<file path="config.mk">
export PLATFORM = sky130hd
export DESIGN_NAME = rgb_button_fsm
export DESIGN_NICKNAME = d
export VERILOG_FILES = /design/src/rtl/rgb_fsm_pkg.sv /design/src/rtl/btn_debounce.sv /design/src/rtl/rgb_button_fsm.sv
export SDC_FILE = /design/constraint.sdc
export NUM_CORES = 1
export LEC_CHECK = 0
export CORE_MARGIN = 4
export CORE_UTILIZATION = 50
export CTS_CLUSTER_SIZE = 30
export DETAILED_ROUTE_END_ITERATION = 10
export GPL_TIMING_DRIVEN = 0
export PLACE_DENSITY = 0.67
export SLEW_MARGIN = 5
export SYNTH_ARGS = -nofsm -noshare
export SYNTH_HDL_FRONTEND = slang
export SYNTH_SLANG_ARGS = --single-unit
</file>
<file path="constraint.sdc">
create_clock -name clk -period 5.4 [get_ports clk]
set_input_delay 1.08 -clock clk [delete_from_list [all_inputs] [get_ports clk]]
set_output_delay 1.08 -clock clk [all_outputs]
set_load 0.1 [all_outputs]
</file>
<file path="src/rtl/rgb_fsm_pkg.sv">
// Shared constants for the button-driven RGB selector: FSM state codes, channel codes, button indices.
// No logic; state codes for the SEL states equal the channel codes so a channel maps straight to its state.
package rgb_fsm_pkg;

    localparam logic [1:0] ST_SEL_R = 2'd0;
    localparam logic [1:0] ST_SEL_G = 2'd1;
    localparam logic [1:0] ST_SEL_B = 2'd2;
    localparam logic [1:0] ST_LOCK  = 2'd3;

    localparam logic [1:0] CH_R = 2'd0;
    localparam logic [1:0] CH_G = 2'd1;
    localparam logic [1:0] CH_B = 2'd2;

    localparam int BTN_U   = 0;
    localparam int BTN_D   = 1;
    localparam int BTN_L   = 2;
    localparam int BTN_R   = 3;
    localparam int BTN_C   = 4;
    localparam int NUM_BTN = 5;

endpackage

</file>
<file path="src/rtl/btn_debounce.sv">
// Button input path: 2-FF synchroniser, stable-count debouncer, registered rising-edge pulse.
// Latency: press_o pulses CYCLES+2 clocks after the first edge that samples a stable raw level.
// No backpressure: free-running, one pulse per accepted rise.
module btn_debounce #(
    parameter int CYCLES = 250000
) (
    input  logic clk,
    input  logic rst_n,
    input  logic raw_i,
    output logic level_o,
    output logic press_o
);

    localparam int CW = $clog2(CYCLES);

    logic          sync1_q, sync2_q;
    logic          level_q, level_dly_q, press_q;
    logic [CW-1:0] cnt_q;

    always_ff @(posedge clk or negedge rst_n) begin
        if (!rst_n) begin
            sync1_q     <= 1'b0;
            sync2_q     <= 1'b0;
            level_q     <= 1'b0;
            level_dly_q <= 1'b0;
            press_q     <= 1'b0;
            cnt_q       <= '0;
        end else begin
            sync1_q     <= raw_i;
            sync2_q     <= sync1_q;
            level_dly_q <= level_q;
            press_q     <= level_q & ~level_dly_q;
            // Level flips on the CYCLES-th consecutive differing sample; any agreeing sample restarts.
            if (sync2_q != level_q) begin
                if (cnt_q == CW'(CYCLES - 1)) begin
                    level_q <= sync2_q;
                    cnt_q   <= '0;
                end else begin
                    cnt_q <= cnt_q + 1'b1;
                end
            end else begin
                cnt_q <= '0;
            end
        end
    end

    assign level_o = level_q;
    assign press_o = press_q;

endmodule

</file>
<file path="src/rtl/rgb_button_fsm.sv">
// Five-button colour selector driving a packed {R,G,B} word; optional auto-repeat under AUTO_REPEAT_EN.
// Latency: outputs update DEBOUNCE_CYCLES+3 clocks after a raw press is first sampled.
// No backpressure: events act in the cycle they arrive, priority C > L/R > U/D.
module rgb_button_fsm
    import rgb_fsm_pkg::*;
#(
    parameter int R_W             = 3,
    parameter int G_W             = 3,
    parameter int B_W             = 2,
    parameter int DEBOUNCE_CYCLES = 250000,
    parameter int REPEAT_DELAY    = 25000000,
    parameter int REPEAT_PERIOD   = 5000000
) (
    input  logic                     clk,
    input  logic                     rst_n,
    input  logic                     B_U,
    input  logic                     B_D,
    input  logic                     B_L,
    input  logic                     B_R,
    input  logic                     B_C,
    output logic [R_W+G_W+B_W-1:0]   rgb,
    output logic [1:0]               sel,
    output logic                     locked
);

    logic               rst_s1_q, rst_s2_q;
    logic [NUM_BTN-1:0] btn_raw, btn_lvl, btn_ev;
    logic               ev_u, ev_d, ev_l, ev_r, ev_c;
    logic               rpt_up, rpt_dn, step_up, step_dn;
    logic [1:0]         state_q, state_d, sel_q, sel_d;
    logic [R_W-1:0]     r_q, r_d;
    logic [G_W-1:0]     g_q, g_d;
    logic [B_W-1:0]     b_q, b_d;
    logic               unused_lvl;

    always_ff @(posedge clk or negedge rst_n) begin
        if (!rst_n) begin
            rst_s1_q <= 1'b0;
            rst_s2_q <= 1'b0;
        end else begin
            rst_s1_q <= 1'b1;
            rst_s2_q <= rst_s1_q;
        end
    end

    assign btn_raw = {B_C, B_R, B_L, B_D, B_U};

    for (genvar i = 0; i < NUM_BTN; i++) begin : g_btn
        btn_debounce #(.CYCLES(DEBOUNCE_CYCLES)) u_db (
            .clk     (clk),
            .rst_n   (rst_s2_q),
            .raw_i   (btn_raw[i]),
            .level_o (btn_lvl[i]),
            .press_o (btn_ev[i])
        );
    end

    assign ev_u = btn_ev[BTN_U];
    assign ev_d = btn_ev[BTN_D];
    assign ev_l = btn_ev[BTN_L];
    assign ev_r = btn_ev[BTN_R];
    assign ev_c = btn_ev[BTN_C];

`ifdef AUTO_REPEAT_EN
    logic        rpt_act_q, rpt_dir_up_q, rpt_first_q, rpt_held, rpt_fire;
    logic [31:0] rpt_cnt_q;

    assign rpt_held = rpt_dir_up_q ? btn_lvl[BTN_U] : btn_lvl[BTN_D];
    assign rpt_fire = rpt_act_q && rpt_held && (state_q != ST_LOCK) &&
                      (rpt_cnt_q == (rpt_first_q ? 32'(REPEAT_DELAY) : 32'(REPEAT_PERIOD)));
    assign rpt_up   = rpt_fire & rpt_dir_up_q;
    assign rpt_dn   = rpt_fire & ~rpt_dir_up_q;

    always_ff @(posedge clk or negedge rst_s2_q) begin
        if (!rst_s2_q) begin
            rpt_act_q    <= 1'b0;
            rpt_dir_up_q <= 1'b0;
            rpt_first_q  <= 1'b0;
            rpt_cnt_q    <= '0;
        end else if (ev_c || ev_l || ev_r || (state_q == ST_LOCK) || (ev_u && ev_d)) begin
            rpt_act_q <= 1'b0;
            rpt_cnt_q <= '0;
        end else if (ev_u || ev_d) begin
            rpt_act_q    <= 1'b1;
            rpt_dir_up_q <= ev_u;
            rpt_first_q  <= 1'b1;
            rpt_cnt_q    <= 32'd1;
        end else if (rpt_act_q && !rpt_held) begin
            rpt_act_q <= 1'b0;
            rpt_cnt_q <= '0;
        end else if (rpt_fire) begin
            rpt_first_q <= 1'b0;
            rpt_cnt_q   <= 32'd1;
        end else if (rpt_act_q) begin
            rpt_cnt_q <= rpt_cnt_q + 32'd1;
        end
    end

    assign unused_lvl = ^btn_lvl[NUM_BTN-1:BTN_L];
`else
    assign rpt_up     = 1'b0;
    assign rpt_dn     = 1'b0;
    assign unused_lvl = ^{btn_lvl, REPEAT_DELAY[0], REPEAT_PERIOD[0]};
`endif

    always_comb begin
        state_d = state_q;
        sel_d   = sel_q;
        step_up = 1'b0;
        step_dn = 1'b0;
        if (ev_c) begin
            state_d = (state_q == ST_LOCK) ? sel_q : ST_LOCK;
        end else if (state_q != ST_LOCK) begin
            if (ev_l || ev_r) begin
                if (ev_r && !ev_l) begin
                    case (sel_q)
                        CH_R:    sel_d = CH_G;
                        CH_G:    sel_d = CH_B;
                        default: sel_d = CH_R;
                    endcase
                end else if (ev_l && !ev_r) begin
                    case (sel_q)
                        CH_R:    sel_d = CH_B;
                        CH_B:    sel_d = CH_G;
                        default: sel_d = CH_R;
                    endcase
                end
                state_d = sel_d;
            end else begin
                step_up = (ev_u & ~ev_d) | rpt_up;
                step_dn = (ev_d & ~ev_u) | rpt_dn;
            end
        end
    end

    always_comb begin
        r_d = r_q;
        g_d = g_q;
        b_d = b_q;
        case (sel_q)
            CH_R: begin
                if (step_up && r_q != {R_W{1'b1}}) r_d = r_q + 1'b1;
                if (step_dn && r_q != '0)          r_d = r_q - 1'b1;
            end
            CH_G: begin
                if (step_up && g_q != {G_W{1'b1}}) g_d = g_q + 1'b1;
                if (step_dn && g_q != '0)          g_d = g_q - 1'b1;
            end
            CH_B: begin
                if (step_up && b_q != {B_W{1'b1}}) b_d = b_q + 1'b1;
                if (step_dn && b_q != '0)          b_d = b_q - 1'b1;
            end
            default: ;
        endcase
    end

    always_ff @(posedge clk or negedge rst_s2_q) begin
        if (!rst_s2_q) begin
            state_q <= ST_SEL_R;
            sel_q   <= CH_R;
            r_q     <= '0;
            g_q     <= '0;
            b_q     <= '0;
        end else begin
            state_q <= state_d;
            sel_q   <= sel_d;
            r_q     <= r_d;
            g_q     <= g_d;
            b_q     <= b_d;
        end
    end

    assign rgb    = {r_q, g_q, b_q};
    assign sel    = sel_q;
    assign locked = (state_q == ST_LOCK);

endmodule

</file>
==> results of run 1 <==
==> logic make-up (layout without fill, tap and decap cells) <==
family,after synthesis,count (layout)
other,1,1
buffers and inverters,30,80
AND/OR/NAND/NOR,294,294
AO/OA/AOI/OAI,72,72
adder cells (fa/ha/maj),7,7
flip-flops,129,129
multiplexers,7,7
XOR/XNOR,71,71
==> power groups by stage <==
stage                     clock (W)  sequential (W)  combinational, W
after floorplan                   0         0.00102         0.0000287
after global placement            0         0.00103         0.0000389
after detailed placement          0         0.00102         0.0000521
after CTS                   0.00127         0.00100         0.0000527
after global routing        0.00132         0.00101         0.0000597
final                       0.00125         0.00100         0.0000511
==> through the flow <==
step                      utilization  std cells  area [sq um]
after floorplan                     -        611          6180
after global placement          0.544        796          6560
after detailed placement        0.547        797          6600
after CTS                       0.601        829          7250
after global routing            0.601        829          7250
final                           0.601        829          7250
==> metal layers <==
metal / up-vias / global-route usage / part of all wire
li1: 2253 / - / -
met3: 6 / 0.0489 / 0.028
met2: 49 / 0.276 / 0.48
met1: 2213 / 0.231 / 0.48
met5: - / 0 / 0
met4: 0 / 0.0594 / 0.0084
==> worst max-delay path by stage <==
stage	endpoint	slack (ps)	cells after the start
global route	r_q[2]$_DFFE_PN0P_	2090	10
CTS	locked	2130	2
detailed placement	r_q[2]$_DFFE_PN0P_	2410	10
global placement	g_btn[4].u_db.cnt_q[10]$_DFF_PN0_	180	0
floorplan	b_q[0]$_DFFE_PN0P_	1540	0
finish	locked	2160	2
==> area by class of cell <==
cell class                      count  area share
Sequential cell                   129       0.446
Multi-Input combinational cell    452       0.390
Clock buffer                       18      0.0606
Clock inverter                     14      0.0292
Tap cell                          168      0.0290
Timing Repair Buffer               18      0.0273
Inverter                           19     0.00984
Buffer                             11     0.00777
==> cells in the final DEF, fill, tap and decap left out, drive strengths merged, types with 2 or more instances in the layout <==
master / instances
dfrtp: 129
nor2: 99
xnor2: 50
nand3: 36
nand2: 33
clkbuf: 24
nor4: 23
nand4: 21
xor2: 21
a21oi: 20
nor3: 20
inv: 20
clkdlybuf4s50: 17
or4: 17
o31ai: 16
nor2b: 8
or3: 7
and3: 7
mux2: 7
ha: 7
o21ai: 6
clkinv: 6
or2: 6
buf: 6
nand2b: 5
bufinv: 5
a21o: 4
o22ai: 4
o41ai: 4
a31oi: 3
nor4b: 2
and4: 2
and2: 2
a21boi: 2
o211ai: 2
clkinvlp: 2
==> sequential cells by signal (all words and copies together), names as in the netlist <==
register                cells
g_btn.u_db.cnt_q           90
g_btn.u_db.level_dly_q      5
g_btn.u_db.level_o          5
g_btn.u_db.press_o          5
g_btn.u_db.sync1_q          5
g_btn.u_db.sync2_q          5
g_q                         3
r_q                         3
b_q                         2
sel                         2
state_q                     2
rst_s1_q                    1
rst_s2_q                    1
==> results by group, run 1 <==
Worst hold path
  • WHS Endpoint: rst_s2_q$_DFF_PN0_
  • Hold depth: 0
  • HP Start: rst_s1_q$_DFF_PN0_
  • Hold Path Class: flip-flop to flip-flop

Yosys
  • Asr flop ratio synth: 1.00
  • Seq/Total Area, Yosys: 0.522
  • Main combinational cell family by area after synthesis: simple AND/OR/NAND/NOR gates
  • Top-count cell post-synth: dfrtp_1
  • Synth Flop Type: dfrtp_1
  • Post-synth EDFFs: 0
  • Flops & latches, synth: 129
  • Synth Area per Inst: 10.1 sq um
  • Distinct cell type count after synthesis: 56
  • Cells after Synth: 611
  • XOR/XNOR Fraction of Synth Area: 0.101
  • Post-synthesis mux area share: 0.0127
  • Post-Synth Adder-Cell Area: 0.0142
  • Syn Nets: 625
  • Synth top area share: 0.522
  • Synth Cell Area: 6180 sq um
  • Area share of and/or/nand/nor cells after synthesis: 0.241
  • Yosys warns: 0
  • Synth Area in Compound Gates: 0.0884
  • Synth area leader: dfrtp_1
  • Ranking of synthesized cells by area: dfrtp_1, xnor2_1, nor2_1
  • Post-synth top cells: dfrtp_1, nor2_1, xnor2_1

Final layout
  • Multi-input combinational cell area: 2830 sq um
  • Ant. Diodes: 0
  • Filler instances: 1016
  • Layout cells sized above 1: 0.0877
  • Final nets: 662
  • Layout area overhead: 17.2%
  • Reg area: 3230 sq um

Worst setup path
  • Slowest cell delay on critical path: 1130 ps
  • Crit. Startpoint: state_q[1]$_DFFE_PN0P_
  • Startpoint types: flip-flop
  • Flop2flop setup slack: 2420 ps
  • Max FO, Critical Path: 6
  • CP bufs+invs: 1
  • Cell at the slowest stage of the critical path: clkdlybuf4s50_1
  • Arr. time, crit path: 2160 ps
  • Critical path class: flip-flop to primary output
  • Crit. End Element: primary output
  • RR Endpoint: r_q[2]$_DFFE_PN0P_
  • Crit-path cells: and2_1, clkdlybuf4s50_1
  • FF-to-FF Start: g_btn[3].u_db.press_o$_DFF_PN0_
  • CP required: 4320 ps
  • R2R depth: 10
  • CP delay by family, top: buffers and inverters

Detailed routing
  • Detail Route Antenna Nets: 0
  • Routed wire per std cell: 13.8 um
  • Pre-antenna DRT Iters: 5
  • Routed wire length: 11.4 mm
  • DR iter-0 viols: 334
  • Vias post-DR: 4521
  • Vias per cell: 5.45
  • Drc violations: 0

Pwr
  • Logic pwr share: 0.022
  • Sequential Power Share: 0.435
  • Maximum vdd ir drop: 0.290 mV
  • Pwr Total: 0.00230 W
  • Leak: 2.96 nW
  • Cell internal pwr: 0.00183 W
  • Clock network fraction of total power: 0.543
  • Switching share of power: 0.205
  • NetSw: 0.000473 W
  • Pwr Density: 318 nW/um^2

Die
  • Die Footprint: 14200 sq um
  • Die height: 119 um
  • Rows: 40
  • Die width: 119 um
  • Initial core utilization: 0.513
  • Core Area: 12100 sq um
  • # IOs: 18

GRT
  • Wire length of the first global-routing pass: 20.3 mm
  • Vias in the first global route: 4418
  • Largest net degree at the start of global routing: 70
  • Grt ovf: 0
  • Tot GR Track Use: 0.174
  • Initial antenna violation count: 0

Flow run
  • Max-cap violations: 0

STA
  • Final Worst Setup Slack: 2160 ps
  • Fin Hold WS: 348 ps
  • Worst Skew: 10.8 ps
  • Endpoints failing hold: 0
  • Final Max Slew Viols: 0
  • TNS Setup: 0 ps
  • Fin crit share: 0.600
  • Slew HR: 0.353
  • RSZ-0062 raised after global routing: false
  • Pin slew with the least headroom to its limit: 968 ps
  • Final setup viols: 0
  • Final min period: 3240 ps
  • Fmax: 309 MHz

Clocking
  • Hold buffers post-CTS: 0
  • CTS H-Tree Depth: 4
  • Root buf cell: clkbuf_16
  • CTS Buffer Depth: 2
  • Clock latency on the worst-skew pair: 420 ps
  • CTS tree: yes
  • PostCTS Resize Cnt: 0
  • Post-CTS Setup Repair Bufs: 0
  • CTS Buf Count: 17
  • CTS clk-pin slew, worst paths: 60 ps
  • TritonCTS Sinks: 129

Place
  • Setup WS pre-CTS: 2410 ps
  • Placer Congestion: 0.805
  • Hpwl dp: 7.61 mm
  • Port Buf Inserts: 17

Status
  • Status: finished, final reports clean
(Power assumes the default switching activity.)
==> run 2: changes to the inputs <==
==> constraint.sdc (replaced) <==
create_clock -name clk -period 3.35 [get_ports clk]
set_input_delay 0.67 -clock clk [delete_from_list [all_inputs] [get_ports clk]]
set_output_delay 0.67 -clock clk [all_outputs]
set_load 0.1 [all_outputs]
==> run 2 against run 1 <==
  * Sequential share of layout area grew 0.44 points
  * Setup slack worse by 1800 ps
  * Combinational power rose by 86%
  * Critical path depth rose by 8
  * Die area unchanged
  * Count of clock-buffer cells in the layout increased by 8
  * First-iteration DRC count increased by 25%
  * Critical path type is now flip-flop to flip-flop
  * Largest cell class unchanged
==> results by group, run 2 (synthesis gave the netlist of run 1 again) <==
Clocking
  • CTS tree: yes (unchanged)
  • Hold buffers post-CTS: 0 (unchanged)
  • CTS H-Tree Depth: 4 (unchanged)
  • Post-CTS Setup Repair Bufs: 0 (unchanged)
  • Root buf cell: clkbuf_16 (unchanged)
  • CTS Buffer Depth: 2 (unchanged)
  • CTS Buf Count: 17 (unchanged)
  • CTS clk-pin slew, worst paths: 50 ps (was 60 ps)
  • Clock latency on the worst-skew pair: 410 ps (was 420 ps)
  • TritonCTS Sinks: 129 (unchanged)
  • PostCTS Resize Cnt: 0 (unchanged)

Die
  • Die width: 119 um (unchanged)
  • Die height: 119 um (unchanged)
  • Core Area: 12100 sq um (unchanged)
  • Initial core utilization: 0.513 (unchanged)
  • Rows: 40 (unchanged)
  • # IOs: 18 (unchanged)
  • Die Footprint: 14200 sq um (unchanged)

STA
  • Final Worst Setup Slack: 312 ps (was 2160 ps)
  • Pin slew with the least headroom to its limit: 1000 ps (was 968 ps)
  • RSZ-0062 raised after global routing: false (unchanged)
  • Worst Skew: 4.97 ps (was 10.8 ps)
  • Final min period: 3040 ps
  • Endpoints failing hold: 0 (unchanged)
  • TNS Setup: 0 ps (unchanged)
  • Fin crit share: 0.907
  • Final setup viols: 0 (unchanged)
  • Fmax: 329 MHz
  • Fin Hold WS: 215 ps (was 348 ps)
  • Slew HR: 0.332 (was 0.353)
  • Final Max Slew Viols: 0 (unchanged)

Worst hold path
  • Hold Path Class: flip-flop to async pin (was flip-flop to flip-flop)

Final layout
  • Final instance count without filler cells: 829 (unchanged)
  • Max reg flops: 90 (unchanged)
  • Layout cells sized above 1: 0.0802 (was 0.0877)
  • Most common cell after layout, fill and taps aside: dfrtp_1 (unchanged)
  • Layout area overhead: 16.0% (was 17.2%)
  • Biggest register: g_btn.u_db.cnt_q (unchanged)
  • Ant. Diodes: 0 (unchanged)
  • Final nets: 663 (was 662)
  • Core Util, Final: 0.595 (was 0.601)
  • Most frequent cells in the layout: dfrtp_1, nor2_1, xnor2_1 (unchanged)

Detailed routing
  • Vias per cell: 5.55 (was 5.45)
  • Pre-antenna DRT Iters: 5 (unchanged)
  • DR iter-0 viols: 417 (was 334)
  • Routed wire per std cell: 13.7 um (was 13.8 um)
  • Routed wire length: 11.4 mm (about the same)
  • Vias post-DR: 4601 (was 4521)
  • Drc violations: 0 (unchanged)
  • Detail Route Antenna Nets: 0 (unchanged)

Worst setup path
  • Flop2flop setup slack: 310 ps (was 2420 ps)
  • Arr. time, crit path: 3340 ps (was 2160 ps)
  • Max FO, Critical Path: 10 (was 6)
  • Crit. End Element: flip-flop (was primary output)
  • RR Endpoint: r_q[2]$_DFFE_PN0P_ (unchanged)
  • Critical path class: flip-flop to flip-flop (was flip-flop to primary output)
  • Startpoint types: flip-flop (unchanged)
  • CP required: 3650 ps (was 4320 ps)
  • FF-to-FF Start: g_btn[3].u_db.press_o$_DFF_PN0_ (unchanged)
  • R2R depth: 10 (unchanged)

GRT
  • Tot GR Track Use: 0.176 (was 0.174)
  • Initial antenna violation count: 0 (unchanged)
  • Grt ovf: 0 (unchanged)
  • Vias in the first global route: 4498 (was 4418)
  • Largest net degree at the start of global routing: 64 (was 70)
  • Wire length of the first global-routing pass: 20.5 mm (was 20.3 mm)

Place
  • Port Buf Inserts: 17 (unchanged)
  • Setup WS pre-CTS: 351 ps (was 2410 ps)
  • Hpwl dp: 7.71 mm (was 7.61 mm)
  • Inst Count DP: 798 (was 797)
  • Placer Congestion: 0.800 (was 0.805)

Pwr
  • Pwr Density: 475 nW/um^2 (was 318 nW/um^2)
  • Leak: 2.93 nW (was 2.96 nW)
  • Maximum vdd ir drop: 0.304 mV (was 0.290 mV)

Status
  • Status: finished, final reports clean (unchanged)

Flow run
  • Max-cap violations: 0 (unchanged)
## run 2: report_power, final
group | switching (W) | internal [W] | leakage [nW]
logic | 0.0000608 | 0.0000345 | 0.898
clock network | 0.000617 | 0.00109 | 0.270
registers | 0.0000236 | 0.00158 | 1.76
## run 2: layer usage
layer	wire [um]	part of all wire	vias to the layer above	GRT usage
li1	-	-	2259	-
met2	5470	0.48	84	0.273
met5	0	0	-	0
met4	89	0.0078	0	0.0601
met1	5360	0.47	2244	0.233
met3	445	0.039	14	0.0579
## run 2: worst max-delay path by stage
stage	from	to	slack, ps	depth (start not counted)
floorplan	g_btn[4].u_db.press_o$_DFF_PN0_	r_q[2]$_DFFE_PN0P_	850	10
global placement	g_btn[3].u_db.press_o$_DFF_PN0_	r_q[2]$_DFFE_PN0P_	440	8
detailed placement	g_btn[3].u_db.press_o$_DFF_PN0_	r_q[2]$_DFFE_PN0P_	350	10
CTS	g_btn[3].u_db.press_o$_DFF_PN0_	r_q[2]$_DFFE_PN0P_	340	10
global route	g_btn[3].u_db.press_o$_DFF_PN0_	r_q[2]$_DFFE_PN0P_	60	10
finish	g_btn[3].u_db.press_o$_DFF_PN0_	r_q[2]$_DFFE_PN0P_	310	10
## run 2: worst max-delay path, cell delays in order, from the launching register on
cell and delay, ps:
dfrtp_1 380, clkbuf_1 240, a2111oi_2 900, nand2_1 290, nor3_1 240, a21o_1 110, ha_1 190, a21o_1 140
a31oi_1 90, nand4_1 130, a21bo_2 220
## run 2: metrics by stage
stage                     cell area (sq um)  total power (W)
final                                  7170          0.00341
after global routing                   7170          0.00355
after CTS                              7170          0.00346
after detailed placement               6620          0.00173
after global placement                 6570          0.00172
after floorplan                        6180          0.00169
## run 2: area by class of cell
class                      count  area (sq um)
buffer                        11          56.3
clock buffer                  26           499
clock inverter                 5          52.6
fill                         995          4890
inverter                      19          71.3
multi-input combinational    452          2830
sequential                   129          3230
tap                          168           210
timing repair buffer          19           225
